## src/rtl/controlador_gravacao_hd_if.sv

```systemverilog
// Signal bundle between the HD save controller and its environment
// (control unit, data memory read port, HD write port, debug state).
interface controlador_gravacao_hd_if #(
  parameter int ADDR_W = 12
);
  logic              Store_to_HD;
  logic [ADDR_W-1:0] indice_programa;
  logic [ADDR_W-1:0] mem_endereco;
  logic [31:0]       mem_dado;
  logic [ADDR_W-1:0] hd_endereco;
  logic [31:0]       hd_dado;
  logic              hd_write;
  logic              hd_ready;
  logic              gravando;
  logic              concluido;
  logic [2:0]        estado;

  // HD handshake: the controller raises hd_write with hd_endereco/hd_dado and
  // holds all three stable; the word is accepted on the rising edge where
  // hd_write=1 and hd_ready=1. hd_ready has no meaning while hd_write=0.
  modport master (
    input  Store_to_HD, indice_programa, mem_dado, hd_ready,
    output mem_endereco, hd_endereco, hd_dado, hd_write, gravando, concluido, estado
  );

  modport slave (
    output Store_to_HD, indice_programa, mem_dado, hd_ready,
    input  mem_endereco, hd_endereco, hd_dado, hd_write, gravando, concluido, estado
  );
endinterface

```

## src/rtl/controlador_gravacao_hd.sv

```systemverilog
// Copies one block of BLOCK_WORDS data-memory words (addresses 0..N-1) to the
// HD at indice_programa*BLOCK_WORDS, one word per READ/WAIT/WRITE round.
module controlador_gravacao_hd #(
  parameter int BLOCK_WORDS = 256,
  parameter int ADDR_W      = 12
) (
  input logic                   Clock,
  input logic                   Reset,
  controlador_gravacao_hd_if.master bus
);
  localparam int                SHIFT = $clog2(BLOCK_WORDS);
  localparam logic [ADDR_W-1:0] LAST  = ADDR_W'(BLOCK_WORDS - 1);

  typedef enum logic [2:0] {
    IDLE  = 3'd0,
    READ  = 3'd1,
    WAIT  = 3'd2,
    WRITE = 3'd3,
    DONE  = 3'd4
  } state_t;

  state_t            state;
  logic              store_s1;
  logic              store_s2;
  logic [ADDR_W-1:0] base;
  logic [ADDR_W-1:0] counter;
  logic [31:0]       data_q;
  logic [ADDR_W-1:0] hd_addr_q;
  logic              hd_write_q;
  logic              gravando_q;
  logic              concluido_q;
  logic              start;

  // Edge detect runs on registered samples so a held level fires only once.
  assign start = store_s1 && !store_s2;

  always_ff @(posedge Clock) begin
    if (Reset) begin
      state       <= IDLE;
      store_s1    <= 1'b0;
      store_s2    <= 1'b0;
      base        <= '0;
      counter     <= '0;
      data_q      <= '0;
      hd_addr_q   <= '0;
      hd_write_q  <= 1'b0;
      gravando_q  <= 1'b0;
      concluido_q <= 1'b0;
    end else begin
      store_s1 <= bus.Store_to_HD;
      store_s2 <= store_s1;
      case (state)
        IDLE: begin
          if (start) begin
            base       <= bus.indice_programa << SHIFT;
            counter    <= '0;
            gravando_q <= 1'b1;
            state      <= READ;
          end
        end
        READ: state <= WAIT;
        WAIT: begin
          data_q     <= bus.mem_dado;
          hd_addr_q  <= base + counter;
          hd_write_q <= 1'b1;
          state      <= WRITE;
        end
        WRITE: begin
          if (bus.hd_ready) begin
            hd_write_q <= 1'b0;
            if (counter == LAST) begin
              gravando_q  <= 1'b0;
              concluido_q <= 1'b1;
              state       <= DONE;
            end else begin
              counter <= counter + ADDR_W'(1);
              state   <= READ;
            end
          end
        end
        DONE: begin
          concluido_q <= 1'b0;
          state       <= IDLE;
        end
        default: state <= IDLE;
      endcase
    end
  end

  assign bus.mem_endereco = counter;
  assign bus.hd_endereco  = hd_addr_q;
  assign bus.hd_dado      = data_q;
  assign bus.hd_write     = hd_write_q;
  assign bus.gravando     = gravando_q;
  assign bus.concluido    = concluido_q;
  assign bus.estado       = state;
endmodule

```

## src/flat_wrapper.sv

```systemverilog
// flat-port wrapper written by rule: the top's interface ports become plain ports
module controlador_gravacao_hd_flat 
#(
  parameter int BLOCK_WORDS = 256,
  parameter int ADDR_W      = 12
)
  (Clock, Reset, bus_Store_to_HD, bus_indice_programa, bus_mem_dado, bus_hd_ready, bus_mem_endereco, bus_hd_endereco, bus_hd_dado, bus_hd_write, bus_gravando, bus_concluido, bus_estado);
  controlador_gravacao_hd_if #(.ADDR_W(ADDR_W)) bus_i ();
  input logic Clock;
  input logic Reset;
  input wire logic [$bits(bus_i.Store_to_HD)-1:0] bus_Store_to_HD;
  input wire logic [$bits(bus_i.indice_programa)-1:0] bus_indice_programa;
  input wire logic [$bits(bus_i.mem_dado)-1:0] bus_mem_dado;
  input wire logic [$bits(bus_i.hd_ready)-1:0] bus_hd_ready;
  output wire logic [$bits(bus_i.mem_endereco)-1:0] bus_mem_endereco;
  output wire logic [$bits(bus_i.hd_endereco)-1:0] bus_hd_endereco;
  output wire logic [$bits(bus_i.hd_dado)-1:0] bus_hd_dado;
  output wire logic [$bits(bus_i.hd_write)-1:0] bus_hd_write;
  output wire logic [$bits(bus_i.gravando)-1:0] bus_gravando;
  output wire logic [$bits(bus_i.concluido)-1:0] bus_concluido;
  output wire logic [$bits(bus_i.estado)-1:0] bus_estado;
  assign bus_i.Store_to_HD = bus_Store_to_HD;
  assign bus_i.indice_programa = bus_indice_programa;
  assign bus_i.mem_dado = bus_mem_dado;
  assign bus_i.hd_ready = bus_hd_ready;
  assign bus_mem_endereco = bus_i.mem_endereco;
  assign bus_hd_endereco = bus_i.hd_endereco;
  assign bus_hd_dado = bus_i.hd_dado;
  assign bus_hd_write = bus_i.hd_write;
  assign bus_gravando = bus_i.gravando;
  assign bus_concluido = bus_i.concluido;
  assign bus_estado = bus_i.estado;
  controlador_gravacao_hd #(.BLOCK_WORDS(BLOCK_WORDS), .ADDR_W(ADDR_W)) u_core (.Clock(Clock), .Reset(Reset), .bus(bus_i));
endmodule
```

## config.mk

```make
export PLATFORM = sky130hd
export DESIGN_NAME = controlador_gravacao_hd_flat
export DESIGN_NICKNAME = d
export VERILOG_FILES = /design/src/rtl/controlador_gravacao_hd_if.sv /design/src/rtl/controlador_gravacao_hd.sv /design/src/flat_wrapper.sv
export SDC_FILE = /design/constraint.sdc
export NUM_CORES = 1
export LEC_CHECK = 0
export CAP_MARGIN = 20
export CORE_MARGIN = 2
export CORE_UTILIZATION = 39
export DETAILED_ROUTE_END_ITERATION = 12
export GPL_ROUTABILITY_DRIVEN = 0
export PLACE_DENSITY = 0.75
export REMOVE_ABC_BUFFERS = 1
export SYNTH_ARGS = -nofsm -noshare
export SYNTH_HDL_FRONTEND = slang
export SYNTH_SLANG_ARGS = --single-unit
```

## constraint.sdc

```tcl
create_clock -name Clock -period 1.9 [get_ports Clock]
set_clock_uncertainty 0.15 [all_clocks]
set_input_delay 0.19 -clock Clock [delete_from_list [all_inputs] [get_ports Clock]]
set_output_delay 0.19 -clock Clock [all_outputs]
set_load 0.05 [all_outputs]
```

After elaboration in Yosys (flattened, before gate mapping)

Index checks and enable logic that the tools add are counted.
W data, S select, Z words.

Register bits: 68
Input port bits: 48
Output and inout port bits: 62
Logic and storage cells: 50

$add $sub $neg: 2
Equal/unequal tests: 9
Multiplexer cells: 17
Reduce and logical (&&, ||, !) cells: 12

Operators by type and width:

| kind                    | count |
|---|---|
| $mux W12                | 3 |
| $pmux W12 S2            | 1 |
| $add A12 B1 Y12 const B | 1 |
| $add A12 B12 Y12        | 1 |
| $eq A12 B8 Y1 const B   | 1 |
| $pmux W3 S4             | 1 |
| $mux W3                 | 3 |
| $reduce_and A4 Y1       | 2 |
| $eq A3 B2 Y1 const B    | 2 |
| $mux W1                 | 6 |
| $pmux W1 S2             | 3 |
| $reduce_and A2 Y1       | 3 |
| $reduce_bool A2 Y1      | 3 |
| $ne A2 B1 Y1 const B    | 2 |
| $ne A2 B2 Y1 const B    | 2 |
| $eq A3 B1 Y1 const B    | 1 |
| $eq A3 B3 Y1 const B    | 1 |
| $logic_not A3 Y1        | 1 |
| $reduce_and A3 Y1       | 1 |
| $logic_and A1 B1 Y1     | 1 |
| $logic_not A1 Y1        | 1 |

Logic depth before layout (Yosys ltp)

Gate-level depths: netlist of run 1.

Depth in word-level cells: 4
Depth in mapped cells: 7
Gate-level depth less buffers: 6

Worst setup path after synthesis of run 1

Ideal clock, no wire load.

Path kind: flip-flop to flip-flop
From: register u_core.counter[0] (netlist: u_core.bus.mem_endereco[0])
To: register u_core.concluido_q (netlist: u_core.bus.concluido)
Setup time: 0.067 ns
Arrival time: 2.074 ns
Required time: 1.683 ns
Path slack: -0.391 ns
Stages on the path, launching flop included: 6
Buffers on the path: 0
Clock period less this slack: 2.291 ns
Cells stage by stage: dfxtp_1 -> ha_1 -> nand3_1 -> or4_1 -> or2_1 -> a21oi_2

Longest elaborated chain between the ends: 3

Ends and longest elaborated chain:

| item                        | line                          | source |
|---|---|---|
| start, declared             | controlador_gravacao_hd.sv:26 | `logic [ADDR_W-1:0] counter;` |
| start signal, assigned      | controlador_gravacao_hd.sv:76 | `counter <= counter + ADDR_W'(1);` |
| $eq A12 B8 Y1               | controlador_gravacao_hd.sv:71 | `if (counter == LAST) begin` |
| $ne A2 B1 Y1 (no line)      | -                             |  |
| $reduce_and A3 Y1 (no line) | -                             |  |
| end signal, assigned        | controlador_gravacao_hd.sv:48 | `concluido_q <= 1'b0;` |
| end signal, assigned        | controlador_gravacao_hd.sv:73 | `concluido_q <= 1'b1;` |
| end signal, assigned        | controlador_gravacao_hd.sv:82 | `concluido_q <= 1'b0;` |
| end, declared               | controlador_gravacao_hd.sv:31 | `logic concluido_q;` |

No other way between the ends.
A chain may end at the register's enable or synchronous reset.

Worst setup path after layout of run 1

From: register u_core.counter[11] (netlist: u_core.bus.mem_endereco[11])
To: register u_core.concluido_q (netlist: u_core.bus.concluido)

Same word-level chain as after synthesis.

==> results of run 1 <==
==> metrics by stage <==
step / setup TNS, ns / setup slack [ns]
floorplan: -40.01 / -0.878
global placement: -1.46 / -0.225
detailed placement: -1.93 / -0.325
CTS: 0 / 0.00667
global route: -0.00243 / -0.00243
finish: 0 / 0.0471
==> metal layers <==
metal	up-vias	wire length (um)	GRT usage (%)
met5	-	0	0
met4	0	148	8.55
met3	13	483	4.43
met2	97	3490	29.7
met1	1278	3270	22.5
li1	1410	-	-
==> layout by cell type (no fill, tap or decap), types with 2 or more instances in the layout <==
cell	netlist	final
xnor2_1	3	3
and3_1	5	5
a211o_1	2	2
nand4b_1	3	3
a21oi_1	52	52
a211oi_1	6	6
clkbuf_8	2	10
clkdlybuf4s50_1	0	85
nand2_1	97	97
or4_4	1	2
nor2_1	11	11
clkinv_2	0	2
nor3_1	4	4
clkbuf_1	18	2
buf_4	0	49
a311oi_1	2	2
mux2i_1	5	5
nand3b_1	2	2
o21ai_0	2	2
dfxtp_1	68	67
nor4_2	1	3
or3_1	4	4
inv_1	6	6
and4_1	3	3
o31ai_1	2	2
a31oi_1	4	4
nand2b_1	2	2
nand3_1	4	3
ha_1	4	4
nor2b_1	3	3
==> path summary, 6_finish.rpt <==
kind              cells past startpoint                             endpoint                                startpoint  slack (ns)
setup reg to reg                      4    u_core.bus.concluido$_SDFFE_PP0P_  u_core.bus.mem_endereco[11]$_SDFFE_PP0P_        0.05
hold / removal                        2         u_core.base[11]$_SDFFE_PP0P_                                     Reset        0.13
hold reg to reg                       2  u_core.bus.hd_dado[29]$_SDFFE_PP0P_       u_core.bus.hd_dado[29]$_SDFFE_PP0P_        0.30
setup / recovery                      4    u_core.bus.concluido$_SDFFE_PP0P_  u_core.bus.mem_endereco[11]$_SDFFE_PP0P_        0.05
==> logic make-up after synthesis <==
kind of cell    Yosys count  synth area share (%)
xor+xnor                  3                 0.921
mux                       5                  1.75
flops                    68                  47.7
compound gates           80                  16.8
fa+ha+maj                 5                  2.46
simple gates            149                  24.6
buf+inv                  30                  5.74
==> flip-flops by register name (all words and copies together) (netlist names) <==
signal,count
u_core.store_s1,1
u_core.bus.estado,3
u_core.store_s2,1
u_core.base,4
u_core.bus.gravando,1
u_core.bus.hd_write,1
u_core.bus.concluido,1
u_core.bus.hd_dado,32
u_core.bus.hd_endereco,12
u_core.bus.mem_endereco,12
==> layout make-up <==
| type | instances | share of cell area [%] |
|---|---|---|
| Clock buffer | 12 | 3.38 |
| Clock inverter | 4 | 1.13 |
| Inverter | 6 | 0.524 |
| Multi-Input combinational cell | 242 | 31.9 |
| Sequential cell | 68 | 31.7 |
| Tap cell | 99 | 2.88 |
| Timing Repair Buffer | 135 | 28.5 |
==> synthesized netlist by cell type, types with 3 or more instances <==
| library cell | n |
|---|---|
| nor4_1 | 3 |
| nand4b_1 | 3 |
| a31oi_1 | 4 |
| a21oi_1 | 52 |
| nor2_1 | 11 |
| mux2i_1 | 5 |
| nand3_1 | 4 |
| nor2b_1 | 3 |
| clkbuf_1 | 18 |
| dfxtp_1 | 68 |
| inv_1 | 6 |
| and4_1 | 3 |
| nand2_1 | 97 |
| or3_1 | 4 |
| nor3_1 | 4 |
| buf_6 | 3 |
| ha_1 | 4 |
| and3_1 | 5 |
| xnor2_1 | 3 |
| a211oi_1 | 6 |
==> repair_timing <==
action | in CTS | in global routing
setup endpoints to repair | 3 | 9
gates resized for setup | 3 | 5
hold buffers | 0 | 0
pin swaps | 3 | 6
endpoints found under the hold margin | 0 | 0
==> worst register-to-register path, cell delays in order (launching register included) <==
cell,delay (ns)
dfxtp_2,0.32
or4_4,0.57
or4_4,0.43
or2_1,0.23
a21oi_2,0.10
==> power by group <==
group	leakage [nW]	total, mW	switching (mW)	internal (mW)
combinational	0.925	0.700	0.433	0.267
sequential	0.552	1.53	0.0374	1.49
clock	0.100	1.17	0.526	0.641
==> summary.md, run 1 <==
| Metric | Value |
|---|---|
| RSZ-0062 raised after global routing | true |
| Worst stage delay on the critical path | 0.57 ns |
| Min Hold Slack | 0.127 ns |
| Top cell type's share of synthesized area | 47.7% |
| Vias per cell | 4.94 |
| CTS Buf Count | 9 |
| Crit Path Category | reg -> reg |
| Later-pin clock latency in the skew report | 0.33 ns |
| Global-route wire length before repair | 11400 um |
| Total number of vias | 2798 |
| Req. time, crit path | approximately 2.0 ns |
| Clock tree buffer depth | 2 |
| H-tree levels | 3 |
| Antenna violations before repair | 0 |
| Total placed cells including tap cells | 550 |
| GRT Util Overall | 18.2% |
| Dpl hpwl | 5260 um |
| Setup Buffers After CTS | 0 |
| Detailed Route WL | 7400 um |
| Port Buffers | slightly above 100 |
| Top cell by count, worst path | or4_4 |
| Total Nets Final | 515 |
| Root Driver | clkbuf_8 |
| Critical Path Fanout Max | 3 |
| DR WL/cell | 13.1 um |
| Final Util | 59.9% |
| PD cells | 791 nW/um2 |
| Total die area | 8020 um2 |
| Fin cells | 566 |
| Post-route DRC | 0 |
| P&R area growth vs syn | 50.7% |
| Diode count | 0 |
| CP Cell Sequence | or4_4 -> or4_4 -> or2_1 -> a21oi_2 |
| Filler cell count | between 600 and 700 |
| Final setup vio count | 0 |
| # Max-Cap Violations | 0 |
| CP endpoint kind | flip-flop |
| Leakage Power | about 1.6 nW |
| FF/Latch Area | 1360 um2 |
| WP data arrival | 1.97 ns |
| Outcome | finished clean |
| Initial core utilization | 39.8% |
| Critical Path Start Type | flip-flop |
| Yosys top cell by area | dfxtp_1 |
| Post-synth EDFFs | 0 |
| Fin crit period | about 1.9 ns |
| Fin crit share | 97.5% |
| Grt total ovfl | 0 |
| Total Power | between 3 and 4 mW |
| Multi-input gate area | roughly 1400 um2 |
| CTS clk-pin slew, worst paths | 0.07 ns |
| Final Cell Area | 4300 um2 |
| Number of global-route vias before repair | 2449 |
| Hold Crit Class | in -> reg |
| Post-synth cell types | 47 |
| Cell family with most CP delay | simple AND/OR/NAND/NOR gates |
| Num Clock Sinks | 68 |
| Max VDD drop | 0.000358 V |
| Synth Register Bits | 68 |
| Max Slew Vio Count | 0 |
| Most used DFF post-synth | dfxtp_1 |
| Slew @ Worst Pin | 0.520 ns |
| Synthesized area per cell | 8.39 um2 |
| ANT nets after route | 0 |
| CTS tree | done |
| Critical-path cell with the highest stage delay | or4_4 |
| Die height | 89.5 um |
| Synth Instances | 340 |
| TritonRoute pass-1 iters | 4 |
| Placed cell area | 4070 um2 |
| Hold Vio Cnt, Final | 0 |
| Asr flop ratio synth | 0% |
| Relative slew slack | approximately two thirds |
| Pin count of the biggest net entering global routing | 26 |
| Core Region | 7180 um2 |
| Mapped Area | ~2900 um2 |
| Synth warn | 0 |
| Layout cell share with drive strength beyond 1 | 16.9% |
| Iteration-0 DRC Markers | 120 |
| Area contributors post-synth | dfxtp_1 (48%), nand2_1 (13%), a21oi_1 (9.1%) |
| # rows | 31 |
| Width of the die | 89.5 um |
| IO Count | 110 |
| Seq/Total Area, Yosys | 47.7% |
| F_max | 540 MHz |
| Buf/Inv on CP | 0 |
(Power assumes the default switching activity.)
==> inputs of run 2 (changes only) <==
- GPL_TIMING_DRIVEN: unset -> 0
==> summary.md, run 2 (synthesis results as in run 1) <==
| Metric | Value |
|---|---|
| Outcome | finished with violations |
| Failing checks | negative setup slack |
| Crit Path Category | reg -> reg |
| Hold Vio Cnt, Final | 0 |
| Req. time, crit path | 2.02 ns |
| Dpl hpwl | just under 5000 um |
| # Max-Cap Violations | 0 |
| Max FFs per register | 32 |
| Later-pin clock latency in the skew report | 0.34 ns |
| Antenna violations before repair | 0 |
| Port Buffers | 101 |
| Global-route wire length before repair | 10900 um |
| Hold Crit Class | in -> reg |
| IO Count | 110 |
| ANT nets after route | 0 |
| Total number of vias | between 2000 and 3000 |
| Total die area | ~8000 um2 |
| # rows | 31 |
| Placed cell area | 3900 um2 |
| Critical Path Start Type | flip-flop |
| P&R area growth vs syn | 48.3% |
| Clock tree buffer depth | 2 |
| Critical Path Fanout Max | 5 |
| Number of global-route vias before repair | 2363 |
| Initial core utilization | 39.8% |
| PD cells | 771 nW/um2 |
| Iteration-0 DRC Markers | between 100 and 150 |
| Leakage Power | ~1.5 nW |
| CTS clk-pin slew, worst paths | 0.07 ns |
| Pin count of the biggest net entering global routing | 44 |
| DR WL/cell | 13.4 um |
| WP data arrival | 2.07 ns |
| Post-route DRC | 0 |
| RSZ-0062 raised after global routing | true |
| TritonRoute pass-1 iters | 4 |
| Total Nets Final | 491 |
| F_max | 512 MHz |
| Width of the die | 89.5 um |
| Fin crit share | 103% |
| Most frequent cells in the layout | nand2_1 (97), clkdlybuf4s50_1 (84), dfxtp_1 (57) |
| Final Util | 59.0% |
| Worst slack at placement | -0.354 ns |
| Worst setup margin | -0.0534 ns |
| CTS Buf Count | 9 |
| CP endpoint kind | flip-flop |
| Final Cell Area | 4230 um2 |
| Slew @ Worst Pin | 0.667 ns |
| Core Region | 7180 um2 |
| Max VDD drop | 0.000483 V |
| Grt total ovfl | 0 |
| Final setup vio count | 1 |
| Max Slew Vio Count | 0 |
| Die height | 89.5 um |
| Vias per cell | between 5 and 6 |
| Num Clock Sinks | slightly below 70 |
| Layout cell share with drive strength beyond 1 | between 10 and 15% |
| Fin crit period | 1.95 ns |
| Relative slew slack | 55.5% |
| GRT Util Overall | 17.6% |
| Diode count | 0 |
| Min Hold Slack | 0.222 ns |
| Detailed Route WL | around 7300 um |
| CTS tree | done |
| Most common cell after layout, fill and taps aside | nand2_1 |
| H-tree levels | 3 |
| Root Driver | clkbuf_8 |
| Filler cell count | between 600 and 700 |
## run 2: changes by cell type in the layout (fill, tap and decap cells not counted), moves of 8 or more
cell,change
buf_4,-42
dlygate4sd2_1,+13
dfxtp_1,-10
dfxtp_2,+8
## run 2: final timing paths
| check | start | to | slack, ns | cells after the start |
|---|---|---|---|---|
| worst max-delay path | u_core.bus.mem_endereco[11]$_SDFFE_PP0P_ | u_core.bus.concluido$_SDFFE_PP0P_ | -0.05 | 4 |
| worst min-delay path | Reset | u_core.base[9]$_SDFFE_PP0P_ | 0.22 | 2 |
| worst max register to register | u_core.bus.mem_endereco[11]$_SDFFE_PP0P_ | u_core.bus.concluido$_SDFFE_PP0P_ | -0.05 | 4 |
| worst min register to register | u_core.bus.hd_dado[22]$_SDFFE_PP0P_ | u_core.bus.hd_dado[22]$_SDFFE_PP0P_ | 0.30 | 2 |
## run 2: where the power goes
part	leakage, nW	switching, mW	internal (mW)
logic	0.892	0.424	0.259
registers	0.558	0.0542	1.49
clock network	0.0824	0.530	0.505
## run 2: cell type report
cell class              count  area, um2  share of cell area (%)
well taps                  99        124                    2.93
clock inverters             4       25.0                   0.591
multi-input cells         242       1440                    34.0
repair buffers            111       1100                    25.9
inverters                   6       22.5                   0.532
flip-flops and latches     68       1380                    32.6
clock buffers              12        145                    3.43
## run 2: worst max-delay path, stage by stage (launching register included)
cell	delay, ns
dfxtp_4	0.37
or4_4	0.56
or4_4	0.45
or2_1	0.24
a21oi_2	0.11
## run 2: repair_timing
item | 4_1_cts | 5_1_grt
gates resized for setup | 31 | 16
hold buffers | 0 | 0
pin swaps | 6 | 2
hold endpoints to repair | 0 | 0
buffers inserted | 7 | 0
setup endpoints to repair | 73 | 25
## run 2: per-stage QoR
step,setup TNS (ns),power (mW),instances
after floorplan,-40.01,1.95,316
after global placement,-87.49,2.22,516
after detailed placement,-8.58,2.25,519
after CTS,-0.0923,3.29,542
after global routing,-0.0914,3.42,542
final,-0.0534,3.27,542
## run 2: per-layer routing
layer / global-route usage, % / wire length (um) / up-vias
li1: - / - / 1363
met5: 0 / 0 / -
met3: 5.45 / 515 / 12
met2: 28.1 / 3500 / 101
met1: 21.7 / 3160 / 1239
met4: 8.14 / 111 / 0
